File: config.mk
export PLATFORM = sky130hd
export DESIGN_NAME = led_phase_scheduler
export DESIGN_NICKNAME = d
export VERILOG_FILES = /design/src/rtl/led_phase_scheduler.sv
export SDC_FILE = /design/constraint.sdc
export NUM_CORES = 1
export LEC_CHECK = 0
export BUFFER_PORTS_ARGS = -buffer_cell sky130_fd_sc_hd__buf_2
export CAP_MARGIN = 20
export CORE_UTILIZATION = 38
export CTS_CLUSTER_DIAMETER = 80
export CTS_CLUSTER_SIZE = 24
export DETAILED_ROUTE_END_ITERATION = 7
export PLACE_DENSITY_LB_ADDON = 0.08
export SLEW_MARGIN = 20
export SYNTH_ARGS = -nofsm -noshare
export SYNTH_HDL_FRONTEND = slang
export SYNTH_SLANG_ARGS = --single-unit
File: constraint.sdc
create_clock -name CLK -period 2.8 [get_ports CLK]
set_input_delay 0.84 -clock CLK [delete_from_list [all_inputs] [get_ports CLK]]
set_output_delay 0.84 -clock CLK [all_outputs]
set_load 0.02 [all_outputs]
File: src/rtl/led_phase_scheduler.sv
// Time-multiplexes the RED, IR and optional ambient (DARK) measurement phases of a
// pulse-oximetry front end and averages the ADC samples taken in each phase.
module led_phase_scheduler #(
    parameter int SETTLE_CYCLES = 4,
    parameter int SAMPLE_CYCLES = 4,
    parameter int DARK_EN       = 1
) (
    input  logic       CLK,
    input  logic       rst_n,
    input  logic       enable,
    input  logic       cfg_load,
    input  logic [6:0] RED_DC_Comp_in,
    input  logic [6:0] IR_DC_Comp_in,
    input  logic [3:0] RED_PGA_in,
    input  logic [3:0] IR_PGA_in,
    input  logic [7:0] ADC,
    output logic       LED_RED,
    output logic       LED_IR,
    output logic [6:0] DC_Comp,
    output logic [3:0] PGA_Gain,
    output logic [7:0] RED_ADC_Value,
    output logic [7:0] IR_ADC_Value,
    output logic [7:0] DARK_ADC_Value,
    output logic       sample_valid,
    output logic       busy,
    output logic [2:0] state_o
);

    typedef enum logic [2:0] {
        IDLE        = 3'd0,
        RED_SETTLE  = 3'd1,
        RED_SAMPLE  = 3'd2,
        IR_SETTLE   = 3'd3,
        IR_SAMPLE   = 3'd4,
        DARK_SETTLE = 3'd5,
        DARK_SAMPLE = 3'd6
    } state_e;

    localparam int         SHIFT       = $clog2(SAMPLE_CYCLES);
    localparam int         ACC_W       = 8 + SHIFT;
    localparam logic [7:0] SETTLE_LAST = 8'(SETTLE_CYCLES - 1);
    localparam logic [7:0] SAMPLE_LAST = 8'(SAMPLE_CYCLES - 1);

    state_e             state_q, state_d;
    logic [7:0]         cnt_q, cnt_d;
    logic [ACC_W-1:0]   acc_q, acc_d;
    logic [ACC_W-1:0]   sum;
    logic [7:0]         avg;
    logic [6:0]         red_dc_q, red_dc_d, ir_dc_q, ir_dc_d;
    logic [3:0]         red_pga_q, red_pga_d, ir_pga_q, ir_pga_d;
    logic               led_red_q, led_red_d, led_ir_q, led_ir_d;
    logic [6:0]         dc_q, dc_d;
    logic [3:0]         pga_q, pga_d;
    logic [7:0]         red_val_q, red_val_d, ir_val_q, ir_val_d, dark_val_q, dark_val_d;
    logic               valid_q, valid_d;
    logic               busy_q, busy_d;
    logic               is_sample, phase_end, last_sample;

    // Sum includes the ADC value present in the final sample cycle.
    assign sum = acc_q + ACC_W'(ADC);
    assign avg = 8'(sum >> SHIFT);

    always_comb begin
        is_sample   = (state_q == RED_SAMPLE) || (state_q == IR_SAMPLE) || (state_q == DARK_SAMPLE);
        phase_end   = is_sample && (cnt_q == SAMPLE_LAST) && enable;
        last_sample = (DARK_EN != 0) ? (state_q == DARK_SAMPLE) : (state_q == IR_SAMPLE);
    end

    always_comb begin
        state_d = state_q;
        case (state_q)
            IDLE:        if (enable) state_d = RED_SETTLE;
            RED_SETTLE:  if (cnt_q == SETTLE_LAST) state_d = RED_SAMPLE;
            RED_SAMPLE:  if (cnt_q == SAMPLE_LAST) state_d = IR_SETTLE;
            IR_SETTLE:   if (cnt_q == SETTLE_LAST) state_d = IR_SAMPLE;
            IR_SAMPLE: begin
                if (cnt_q == SAMPLE_LAST) begin
                    if (DARK_EN != 0) state_d = DARK_SETTLE;
                    else              state_d = RED_SETTLE;
                end
            end
            DARK_SETTLE: if (cnt_q == SETTLE_LAST) state_d = DARK_SAMPLE;
            DARK_SAMPLE: if (cnt_q == SAMPLE_LAST) state_d = RED_SETTLE;
            default:     state_d = IDLE;
        endcase
        // Dropping enable aborts from anywhere; the partial frame is discarded.
        if (!enable) state_d = IDLE;
    end

    always_comb begin
        cnt_d = (state_d != state_q) ? 8'd0 : cnt_q + 8'd1;
        if (state_d != state_q) acc_d = '0;
        else if (is_sample)     acc_d = sum;
        else                    acc_d = acc_q;

        red_dc_d  = red_dc_q;
        ir_dc_d   = ir_dc_q;
        red_pga_d = red_pga_q;
        ir_pga_d  = ir_pga_q;
        if ((state_q == IDLE) && cfg_load) begin
            red_dc_d  = RED_DC_Comp_in;
            ir_dc_d   = IR_DC_Comp_in;
            red_pga_d = RED_PGA_in;
            ir_pga_d  = IR_PGA_in;
        end

        red_val_d  = red_val_q;
        ir_val_d   = ir_val_q;
        dark_val_d = dark_val_q;
        if (phase_end) begin
            case (state_q)
                RED_SAMPLE:  red_val_d  = avg;
                IR_SAMPLE:   ir_val_d   = avg;
                DARK_SAMPLE: dark_val_d = avg;
                default:     ;
            endcase
        end
        valid_d = phase_end && last_sample;
        busy_d  = (state_d != IDLE);
    end

    // Front-end outputs are decoded from the next state so they register in step with it.
    always_comb begin
        led_red_d = 1'b0;
        led_ir_d  = 1'b0;
        dc_d      = red_dc_d;
        pga_d     = red_pga_d;
        case (state_d)
            IDLE: begin
                dc_d  = '0;
                pga_d = '0;
            end
            RED_SETTLE, RED_SAMPLE: led_red_d = 1'b1;
            IR_SETTLE, IR_SAMPLE: begin
                led_ir_d = 1'b1;
                dc_d     = ir_dc_d;
                pga_d    = ir_pga_d;
            end
            default: ;
        endcase
    end

    always_ff @(posedge CLK or negedge rst_n) begin
        if (!rst_n) begin
            state_q    <= IDLE;
            cnt_q      <= '0;
            acc_q      <= '0;
            red_dc_q   <= '0;
            ir_dc_q    <= '0;
            red_pga_q  <= '0;
            ir_pga_q   <= '0;
            led_red_q  <= 1'b0;
            led_ir_q   <= 1'b0;
            dc_q       <= '0;
            pga_q      <= '0;
            red_val_q  <= '0;
            ir_val_q   <= '0;
            dark_val_q <= '0;
            valid_q    <= 1'b0;
            busy_q     <= 1'b0;
        end else begin
            state_q    <= state_d;
            cnt_q      <= cnt_d;
            acc_q      <= acc_d;
            red_dc_q   <= red_dc_d;
            ir_dc_q    <= ir_dc_d;
            red_pga_q  <= red_pga_d;
            ir_pga_q   <= ir_pga_d;
            led_red_q  <= led_red_d;
            led_ir_q   <= led_ir_d;
            dc_q       <= dc_d;
            pga_q      <= pga_d;
            red_val_q  <= red_val_d;
            ir_val_q   <= ir_val_d;
            dark_val_q <= dark_val_d;
            valid_q    <= valid_d;
            busy_q     <= busy_d;
        end
    end

    assign LED_RED        = led_red_q;
    assign LED_IR         = led_ir_q;
    assign DC_Comp        = dc_q;
    assign PGA_Gain       = pga_q;
    assign RED_ADC_Value  = red_val_q;
    assign IR_ADC_Value   = ir_val_q;
    assign DARK_ADC_Value = dark_val_q;
    assign sample_valid   = valid_q;
    assign busy           = busy_q;
    assign state_o        = state_q;

endmodule

Word level (Yosys, flattened, before mapping)
Index checks and enable logic that the tools add are counted.
Cells by class
  eq/ne operators: 12
  multiplexer cells: 19
  $add $sub $neg: 2
  reductions and logical operators: 15
Operator list (number)
  two-way mux 3 bit: 7
  case mux 3 bit (7 select lines): 1
  two-way mux 10 bit: 2
  two-way mux 7 bit: 2
  case mux 7 bit (2 select lines): 1
  == test 3 x 2 -> 1 bit, second input constant: 4
  == test 3 bit, second input constant: 4
  adder 10 x 8 -> 10 bit: 1
  adder 8 x 1 -> 8 bit, second input constant: 1
  == test 8 x 2 -> 1 bit, second input constant: 1
  two-way mux 4 bit: 2
  two-way mux 8 bit: 1
  case mux 4 bit (2 select lines): 1
  == test 3 x 1 -> 1 bit, second input constant: 2
  logical NOT 3 bit: 2
  AND reduction 2 bit: 3
  logical AND 1 bit: 4
  OR reduction 2 bit: 2
  != test 3 bit: 1
  nonzero test 3 bit: 1
  logical OR 1 bit: 2
  two-way mux 1 bit: 2
  nonzero test 2 bit: 1
Storage, ports and cells
  bits of input ports: 34
  output and inout bits: 42
  bits in registers: 82
  logic and storage cells: 64

Longest topological paths before layout
Gate-level depths: netlist of the first run.
  word-level depth: 7
  mapped depth: 8
  mapped depth without buffers: 7

Worst setup path after synthesis of the first run
No wires, ideal clock.
  path kind: input to register
  from: in ADC[0]
  to: reg dark_val_q[6] (netlist: DARK_ADC_Value[6])
  setup slack: 0.101 ns
  data arrival time: 2.575 ns
  stages on the path: 7
  buffers on the path: 0
  path through: ha_1 -> fa_1 -> a21o_1 -> a221oi_1 -> o21ai_0 -> xnor2_1 -> mux2_2
On the way
  longest elaborated chain between the ends: 1
Ends and longest elaborated chain
  start, declared: line 16  | input logic [7:0] ADC,
  adder 10 x 8 -> 10 bit: line 60  | assign sum = acc_q + ACC_W'(ADC);
  end signal, assigned: line 175  | dark_val_q <= dark_val_d;
  end, declared: line 54  | logic [7:0] red_val_q, red_val_d, ir_val_q, ir_val_d, dark_val_q, dark_val_d;
No other way between the ends.
A chain may end at the register's enable or synchronous reset.

Worst setup path after layout of the first run
  from: in ADC[0]
  to: reg red_val_q[6] (netlist: RED_ADC_Value[6])
On the way
  longest elaborated chain between the ends: 1
Ends and longest elaborated chain
  adder 10 x 8 -> 10 bit: line 60
  end signal, assigned: line 173  | red_val_q <= red_val_d;
  end, declared: line 54
No other way between the ends.

==> flow_metrics.env, run 1 <==
export IMPL_run_status="finished, final reports clean"
export IMPL_final_cell_mix="dfrtp_1 (82), buf_2 (74), mux2_2 (33)"
export IMPL_hold_viol_final=0
export IMPL_cts_tree="done"
export IMPL_routed_via_density=4.98
export IMPL_io_pins=76
export IMPL_cp_arrival_ns=2.75
export IMPL_synthDistinctLibCells=46
export IMPL_crit_cells=8
export IMPL_pre_cts_ws_ns=-0.0921
export IMPL_diodes=0
export IMPL_synth_warnings=0
export IMPL_hold_buffers=0
export IMPL_setup_ws_ns=0.293
export IMPL_crit_family="compound AO/OA/AOI/OAI gates"
export IMPL_async_flop_share_pct=100
export IMPL_crit_slowest_cell="fa_1"
export IMPL_rsz0062_at_grt="false"
export IMPL_final_antenna_net_count=0
export IMPL_gp_congestion=0.741
export IMPL_num_vias=2683
export IMPL_area_growth_pct=21.6
export IMPL_synth_ff_type="dfrtp_1"
export IMPL_die_w_microns=101
export IMPL_report_final_slew_viol_count=0
export IMPL_slowest_delay_ns=0.39
export IMPL_vdd_drop_max_mv=0.354
export IMPL_synth_cells=322
export IMPL_critPathKind="input port to register"
export IMPL_cts_setup_buffers=0
export IMPL_syn_avg_cell_area_sq_um=11.6
export IMPL_fp_dieH_microns=101
export IMPL_post_drt_wl_per_cell_microns=14.8
export IMPL_p_leak_nw=2.30
export IMPL_crit_required_ns=3.04
export IMPL_syn_nets=366
export IMPL_slew_headroom_pct=27.8
export IMPL_h_tree_depth=3
export IMPL_max_slew_worst_pin_slew_ns=1.08
export IMPL_design_core_area_sq_mm=0.00937
export IMPL_holdWs_ns=0.417
export IMPL_clk_insertion_delay_late_ns=0.35
export IMPL_cts_path_max_buffers=2
export IMPL_fin_util_pct=48.6
export IMPL_crit_chain="buf_2, ha_1, fa_1, a21o_1, a221oi_1, o21ai_0, xnor2_1, mux2_2"
export IMPL_antenna_found_initial=0
export IMPL_drc=0
export IMPL_worst_clock_skew_ns=0.00596
export IMPL_wirelength_mm=8.00
export IMPL_synth_top_area_share_pct=54.8
export IMPL_drv_cap=0
export IMPL_cts_buffers=9
export IMPL_synth_seq_cells=82
export IMPL_num_nets_final=449
export IMPL_fmax_ghz=0.399
export IMPL_numClockSinks=82
export IMPL_ys_top_cells_by_area="dfrtp_1 (55%), mux2_2 (9.9%), ha_1 (3.0%)"
export IMPL_timing_final_crit_share_pct=89.5
export IMPL_grt_pass1_wl_mm=13.4
export IMPL_power_density_mw_per_mm2=588
export IMPL_total_power_mw=2.68
export IMPL_dp_hpwl_mm=5.75
export IMPL_setup_tns_ns=0
export IMPL_synth_edf_count=0
export IMPL_synth_top_area_cell="dfrtp_1"
export IMPL_hp_class="input port to async pin"
export IMPL_grt_pass1_vias=2637
export IMPL_path_buf_inv=1
export IMPL_syn_area_sq_mm=0.00374
export IMPL_grt_max_degree=53
export IMPL_drive_above_1_share_pct=35.4
export IMPL_clk_pin_slew_worst_paths_ns=0.08
export IMPL_setup_viol=0
export IMPL_cp_start_kind="input port"
export IMPL_dieArea_sq_mm=0.0103
export IMPL_cts_root_buf="clkbuf_8"
export IMPL_final_common_cell="dfrtp_1"
export IMPL_grt_total_usage_pct=17.3
export IMPL_cp_max_fo=3
export IMPL_portBuffers=75
export IMPL_initial_core_util_pct=40.0
export IMPL_ys_seq_area_share_pct=54.8
export IMPL_end_kind="register"
export IMPL_reg2reg_depth=6
export IMPL_rows=35
export IMPL_first_pass_iters=4
export IMPL_ctsResizeCount=0
export IMPL_final_min_clock_period_ns=2.51
export IMPL_drt_iter0_markers=132
export IMPL_grt_overflow=0
[synthesized netlist by cell type, types with 3 or more instances]
| cell | instances |
|---|---|
| dfrtp_1 | 82 |
| mux2_2 | 33 |
| nand2_1 | 20 |
| nand3_1 | 20 |
| o21ai_0 | 20 |
| a21oi_1 | 17 |
| inv_1 | 15 |
| nor2_1 | 15 |
| mux2i_1 | 11 |
| ha_1 | 9 |
| xnor2_1 | 8 |
| clkbuf_1 | 7 |
| a21o_1 | 5 |
| and2_1 | 5 |
| and3_1 | 5 |
| buf_2 | 4 |
| or3_1 | 4 |
| xor2_1 | 4 |
| buf_4 | 3 |
| o21a_1 | 3 |
| or2_2 | 3 |
[worst register-to-register path, delay by kind of cell, from the launching register on]
| kind | cells | cell delay, ns |
|---|---|---|
| adders and majority gates | 1 | 0.22 |
| and+or+nand+nor | 2 | 0.57 |
| AOI/OAI and AO/OA | 3 | 1.21 |
| DFF | 1 | 0.41 |
[sequential cells by signal, summed over array words and instances, names as in the netlist]
| signal | count |
|---|---|
| PGA_Gain | 4 |
| red_pga_q | 4 |
| busy | 1 |
| LED_IR | 1 |
| RED_ADC_Value | 8 |
| DARK_ADC_Value | 8 |
| ir_pga_q | 4 |
| DC_Comp | 7 |
| LED_RED | 1 |
| red_dc_q | 7 |
| ir_dc_q | 7 |
| sample_valid | 1 |
| acc_q | 10 |
| state_o | 3 |
| cnt_q | 8 |
| IR_ADC_Value | 8 |
[cell families after synthesis]
| family | after synthesis | share of synthesized area, % |
|---|---|---|
| XOR/XNOR | 12 | 2.81 |
| multiplexers | 44 | 12.9 |
| AND/OR/NAND/NOR | 85 | 12.3 |
| buffers and inverters | 29 | 3.34 |
| adder cells (fa/ha/maj) | 10 | 3.54 |
| flip-flops | 82 | 54.8 |
| AO/OA/AOI/OAI | 60 | 10.3 |
[power by group]
group | leakage [nW] | switching (mW) | internal [mW] | total [mW]
registers | 1.08 | 0.0350 | 1.27 | 1.31
logic | 1.11 | 0.195 | 0.131 | 0.326
clock network | 0.117 | 0.444 | 0.596 | 1.04
[stage by stage]
stage / instance area, sq um / instances
3_5_place_dp: 4310 / 523
2_1_floorplan: 3740 / 322
3_3_place_gp: 4310 / 523
4_1_cts: 4550 / 539
5_1_grt: 4550 / 539
6_report: 4550 / 539
[worst paths after layout]
path	startpoint	endpoint	slack, ns
max	ADC[0]	RED_ADC_Value[6]	0.29
min	rst_n	acc_q[1]	0.42
max reg2reg	cnt_q[0]	PGA_Gain[1]	0.32
min reg2reg	red_pga_q[2]	red_pga_q[2]	0.48
max in group asynchronous	rst_n	state_o[2]	1.76
min in group CLK	red_pga_q[2]	red_pga_q[2]	0.48
[routing by layer]
layer	part of all wire, %	track usage (%)
met2	44	25.5
met1	49	24.4
met4	1.5	6.69
met3	5.0	4.55
met5	0	0
[final cells by class]
class	count	area (sq um)
fillers	914	4820
flip-flops and latches	82	2050
multi-input cells	211	1570
repair buffers	86	473
well taps	129	161
clock buffers	10	128
clock inverters	6	115
inverters	15	56.3
No activity file was read; power rests on OpenSTA's default activity.
==> run 2, diff against run 1 <==
- ABC_AREA: unset -> 1
==> run 2 against run 1 <==
Net effect:
- combinational power is 130% higher
- synthesized cell count rose by 28%
- critical path depth increased by 1
- highest routed layer unchanged
- via count is 10% higher
- sequential share of layout area decreased by 1.0 points
- register-to-register slack better by 0.32 ns
- maximum frequency increased by 12%
- core utilization down 1.8 points
- sequential cell count did not move
- routed wire length increased by 6.7%
- global-route usage is 0.062 points lower
==> flow_metrics.env, run 2 <==
export IMPL_io_pins=76
export IMPL_post_drt_wl_per_cell_microns=13.5
export IMPL_area_growth_pct=17.4
export IMPL_report_final_slew_viol_count=0
export IMPL_synth_most_common_cell="nand2_1"
export IMPL_regMostFlops="acc_q"
export IMPL_synthDistinctLibCells=33
export IMPL_grt_busiest_layer="met2"
export IMPL_synth_warnings=0
export IMPL_ctsResizeCount=0
export IMPL_hold_viol_final=0
export IMPL_synth_top_area_share_pct=51.7
export IMPL_groute_layer_met2_usage_pct=26.0
export IMPL_grt_pass1_vias=2975
export IMPL_synth_edf_count=0
export IMPL_ys_top_cells_by_area="dfrtp_1 (52%), nand2_1 (11%), mux2_2 (6.2%)"
export IMPL_portBuffers=75
export IMPL_rows=36
export IMPL_dieArea_sq_mm=0.0109
export IMPL_setup_tns_ns=0
export IMPL_use_met3_pct=3.76
export IMPL_hold_buffers=0
export IMPL_design_core_area_sq_mm=0.00995
export IMPL_ys_seq_area_share_pct=51.7
export IMPL_timing_final_crit_share_pct=80.1
export IMPL_gp_congestion=0.885
export IMPL_hp_class="input port to async pin"
export IMPL_worst_clock_skew_ns=0.00764
export IMPL_critPathKind="input port to register"
export IMPL_synth_ff_type="dfrtp_1"
export IMPL_antenna_found_initial=0
export IMPL_path_buf_inv=1
export IMPL_dp_hpwl_mm=6.31
export IMPL_cts_buffers=9
export IMPL_grt_max_degree=39
export IMPL_crit_cells=9
export IMPL_swShare_pct=31.8
export IMPL_drive_above_1_share_pct=33.5
export IMPL_vdd_drop_max_mv=0.343
export IMPL_max_slew_worst_pin_slew_ns=0.624
export IMPL_clk_insertion_delay_late_ns=0.34
export IMPL_fp_dieH_microns=104
export IMPL_power_density_mw_per_mm2=652
export IMPL_cts_tree="done"
export IMPL_fmax_ghz=0.446
export IMPL_largest_reg_flops=10
export IMPL_num_vias=2955
export IMPL_routed_via_density=4.68
export IMPL_met1_usage_pct=25.2
export IMPL_rsz0062_at_grt="false"
export IMPL_slowest_delay_ns=0.42
export IMPL_drc=0
export IMPL_final_common_cell="nand2_1"
export IMPL_cts_setup_buffers=0
export IMPL_p_seq_share_pct=47.3
export IMPL_p_leak_nw=2.42
export IMPL_run_status="finished, final reports clean"
export IMPL_switchingPower_uw=966
export IMPL_p_comb_share_pct=24.9
export IMPL_h_tree_depth=3
export IMPL_grt_pass1_wl_mm=14.9
export IMPL_num_nets_final=537
export IMPL_final_min_clock_period_ns=2.24
export IMPL_cp_arrival_ns=2.51
export IMPL_syn_area_sq_mm=0.00397
export IMPL_clk_pin_slew_worst_paths_ns=0.08
export IMPL_syn_avg_cell_area_sq_um=9.60
export IMPL_grt_total_usage_pct=17.3
export IMPL_cp_max_fo=4
export IMPL_final_cell_mix="nand2_1 (118), dfrtp_1 (82), buf_2 (74), nand3_1 (27), inv_1 (25)"
export IMPL_slew_headroom_pct=58.0
export IMPL_p_clk_share_pct=27.8
export IMPL_grt_overflow=0
export IMPL_crit_slowest_cell="fa_1"
export IMPL_first_pass_iters=4
export IMPL_cp_start_kind="input port"
export IMPL_reg2reg_depth=12
export IMPL_numClockSinks=82
export IMPL_crit_family="adder cells"
export IMPL_final_antenna_net_count=0
export IMPL_drv_cap=0
export IMPL_diodes=0
export IMPL_synth_top_area_cell="dfrtp_1"
export IMPL_drt_iter0_markers=114
export IMPL_synthTopCellsByCount="nand2_1 (118), dfrtp_1 (82), nand3_1 (27), inv_1 (25), mux2_2 (22)"
export IMPL_initial_core_util_pct=39.8
export IMPL_crit_chain="buf_2, ha_1, fa_1, nand3_1, nand2_1, a21oi_1, xor2_1, nand2_1, a21oi_1"
export IMPL_synth_seq_cells=82
export IMPL_total_power_mw=3.04
export IMPL_die_w_microns=104
export IMPL_wirelength_mm=8.54
export IMPL_synth_cells=413
export IMPL_cts_root_buf="clkbuf_8"
export IMPL_setup_viol=0
export IMPL_end_kind="register"
export IMPL_crit_required_ns=3.07
export IMPL_holdWs_ns=0.449
export IMPL_async_flop_share_pct=100
export IMPL_internal_power_mw=2.07
export IMPL_syn_nets=457
export IMPL_fillers=1012
export IMPL_cts_path_max_buffers=2
-- run 2: worst paths after layout --
check,startpoint,to,slack (ns)
min,rst_n,IR_ADC_Value[2],0.45
min in group CLK,DARK_ADC_Value[5],DARK_ADC_Value[5],0.48
max,ADC[0],acc_q[6],0.56
max in group asynchronous,rst_n,red_dc_q[3],1.72
min reg2reg,DARK_ADC_Value[5],DARK_ADC_Value[5],0.48
max reg2reg,cnt_q[0],DC_Comp[0],0.64
-- run 2: cells by family (layout without fill, tap and decap cells) --
group                    after synthesis  count (layout)  synth area share, %
flip-flops                            82              82                 51.7
AND/OR/NAND/NOR                      212             212                 26.8
multiplexers                          22              22                 6.25
AO/OA/AOI/OAI                         34              34                 4.51
adder cells (fa/ha/maj)               10              10                 3.34
XOR/XNOR                               9               9                 1.99
buffers and inverters                 44             129                 5.36
-- run 2: layout make-up --
cell class | count | area [sq um] | share of cell area, %
multi-input combinational | 287 | 1700 | 36.5
sequential | 82 | 2050 | 44.1
tap | 133 | 166 | 3.57
inverter | 32 | 120 | 2.58
clock buffer | 11 | 131 | 2.82
timing repair buffer | 81 | 423 | 9.08
clock inverter | 5 | 63.8 | 1.37
-- run 2: power groups by stage --
stage / registers [mW] / logic, mW / clock network, mW
CTS: 1.44 / 0.768 / 0.879
detailed placement: 1.46 / 0.765 / 0
global placement: 1.46 / 0.758 / 0
floorplan: 1.52 / 0.493 / 0
finish: 1.44 / 0.755 / 0.845
global route: 1.46 / 0.844 / 0.929
-- run 2: metrics by stage --
stage	util, %	instance area (sq um)	std cells	setup slack [ns]
final	46.8	4660	631	0.558
after CTS	46.8	4660	631	0.573
after global routing	46.8	4660	631	0.364
after detailed placement	44.8	4460	615	0.212
after global placement	44.8	4460	615	0.265
after floorplan	-	3970	413	0.521
-- run 2: per-layer routing --
metal  wire [microns]  share of wire, %  vias to the layer above
met5                0                 0                        -
met4               90               1.1                        0
met3              290               3.4                        9
met2             3820                45                       56
met1             4340                51                     1400
li1                 -                 -                     1490
==> run 3, diff against run 2 <==
- clock period: 2.8 -> 2.29 ns (I/O delays scaled with it)
==> run 3 against run 2 <==
Net effect:
- final area up 2.9%
- sequential power increased by 22%
- critical path depth is 3 higher
- hold slack lost 0.17 ns
- non-clock buffer count is 14 higher
- core utilization is 1.3 points higher
- combinational power is 27% higher
- count of clock-buffer cells in the layout stayed put
- first-iteration DRC count down 18%
- die area stayed put
- clock power rose by 30%
- sequential cell count is the same
- largest cell class unchanged
- largest power group unchanged
==> flow_metrics.env, run 3 (synthesized netlist as in run 2, its figures left out) <==
export IMPL_run_status="finished, final reports clean"
export IMPL_p_leak_nw=2.50
export IMPL_drc=0
export IMPL_crit_family="simple AND/OR/NAND/NOR gates"
export IMPL_hold_buffers=0
export IMPL_h_tree_depth=3
export IMPL_drive_above_1_share_pct=35.7
export IMPL_fmax_ghz=0.492
export IMPL_cp_arrival_ns=2.28
export IMPL_hold_viol_final=0
export IMPL_worst_clock_skew_ns=0.0127
export IMPL_final_common_cell="nand2_1"
export IMPL_total_power_mw=3.80
export IMPL_grt_overflow=0
export IMPL_cp_max_fo=12
export IMPL_regMostFlops="acc_q"
export IMPL_area_growth_pct=20.8
export IMPL_final_cell_mix="nand2_1 (118), dfrtp_1 (82), buf_2 (74), nand3_1 (27), inv_1 (25)"
export IMPL_cp_start_kind="register"
export IMPL_largest_reg_flops=10
export IMPL_gp_congestion=0.825
export IMPL_r2r_end="DC_Comp[0]"
export IMPL_grt_pass1_wl_mm=14.9
export IMPL_cts_tree="done"
export IMPL_fin_util_pct=48.1
export IMPL_critPathKind="register to register"
export IMPL_wirelength_mm=8.48
export IMPL_crit_slowest_cell="dfrtp_1"
export IMPL_clk_pin_slew_worst_paths_ns=0.09
export IMPL_cts_path_max_buffers=2
export IMPL_diodes=0
export IMPL_numClockSinks=82
export IMPL_slew_headroom_pct=67.1
export IMPL_path_buf_inv=1
export IMPL_fillers=989
export IMPL_setup_viol=0
export IMPL_fp_dieH_microns=104
export IMPL_drv_cap=0
export IMPL_vdd_drop_max_mv=0.355
export IMPL_dp_hpwl_mm=6.27
export IMPL_portBuffers=75
export IMPL_cts_buffers=9
export IMPL_end_kind="register"
export IMPL_antenna_found_initial=0
export IMPL_reg2reg_from="cnt_q[0]"
export IMPL_slowest_delay_ns=0.42
export IMPL_first_pass_iters=4
export IMPL_num_vias=2983
export IMPL_crit_required_ns=2.54
export IMPL_rsz0062_at_grt="false"
export IMPL_ctsResizeCount=0
export IMPL_final_min_clock_period_ns=2.03
export IMPL_crit_cells=12
export IMPL_grt_pass1_vias=3015
export IMPL_cts_setup_buffers=0
export IMPL_cp_startpoint="cnt_q[0]"
export IMPL_crit_chain="ha_1, nand2_1, nor2_2, nand2_2, nand2_1, nand3_1, nand2_1, inv_2, nand2_4, nand2_4, nand3_1, nand2_1"
export IMPL_power_density_mw_per_mm2=794
export IMPL_routed_via_density=4.62
export IMPL_reg2reg_setup_slack_ns=0.26
export IMPL_max_slew_worst_pin_slew_ns=0.494
export IMPL_post_drt_wl_per_cell_microns=13.1
export IMPL_die_w_microns=104
export IMPL_final_antenna_net_count=0
export IMPL_hp_class="input port to async pin"
export IMPL_grt_max_degree=39
export IMPL_design_core_area_sq_mm=0.00995
export IMPL_report_final_slew_viol_count=0
export IMPL_io_pins=76
export IMPL_cts_root_buf="clkbuf_8"
export IMPL_drt_iter0_markers=93
export IMPL_reg2reg_depth=12
export IMPL_dieArea_sq_mm=0.0109
export IMPL_initial_core_util_pct=39.8
export IMPL_grt_total_usage_pct=17.6
export IMPL_crit_top_cell="nand2_1"
export IMPL_clk_insertion_delay_late_ns=0.36
export IMPL_cp_endpoint="DC_Comp[0]"
export IMPL_timing_final_crit_share_pct=88.8
export IMPL_num_nets_final=551
export IMPL_rows=36
## run 3: cell count changes in the layout (fill, tap and decap cells not counted)
cell / change
clkinv_4: -1
clkbuf_8: +2
clkbuf_1: -2
clkinv_2: +1
buf_12: +1
buf_4: +13
## run 3: worst min-delay path by stage
stage	slack [ns]	endpoint	cells past startpoint	startpoint
after global routing	0.31	IR_ADC_Value[1]	1	rst_n
final	0.28	IR_ADC_Value[1]	1	rst_n
after global placement	0.46	DARK_ADC_Value[5]	2	DARK_ADC_Value[5]
after floorplan	0.39	DARK_ADC_Value[0]	0	rst_n
after CTS	0.30	IR_ADC_Value[1]	1	rst_n
after detailed placement	0.46	IR_ADC_Value[3]	2	IR_ADC_Value[3]
## run 3: per-layer routing
metal  global-route usage (%)  vias to the layer above  routed length (microns)
li1                         -                     1522                        -
met1                     25.2                     1384                     4280
met2                     26.1                       67                     3740
met3                     3.07                       10                      352
met4                     7.65                        0                      114
met5                        0                        -                        0
## run 3: layout make-up
class	count	area, sq um	area share, %
well taps	133	166	3.47
flip-flops and latches	82	2050	42.8
clock inverters	5	60.1	1.25
clock buffers	11	151	3.16
repair buffers	95	541	11.3
inverters	32	120	2.51
multi-input cells	287	1700	35.5
## run 3: worst reg2reg max path: cells and delay by family, from the launching register on
kind | cells | cell delay [ns]
flops | 1 | 0.42
fa+ha+maj | 1 | 0.23
simple gates | 10 | 1.22
buf+inv | 1 | 0.07
## run 3: through the flow
step	instances	setup TNS, ns	cell area [sq um]	hold slack [ns]	setup WS [ns]
detailed placement	629	-0.0803	4580	0.463	-0.0409
global placement	629	-0.00362	4580	0.460	-0.00362
finish	645	0	4790	0.283	0.257
CTS	645	0	4790	0.299	0.234
global route	645	0	4790	0.312	0.0529
floorplan	413	0	3970	0.391	0.164
## run 3: power by group
group	switching (mW)	internal, mW
sequential	0.0853	1.67
combinational	0.576	0.381
clock	0.528	0.567
total	1.19	2.61
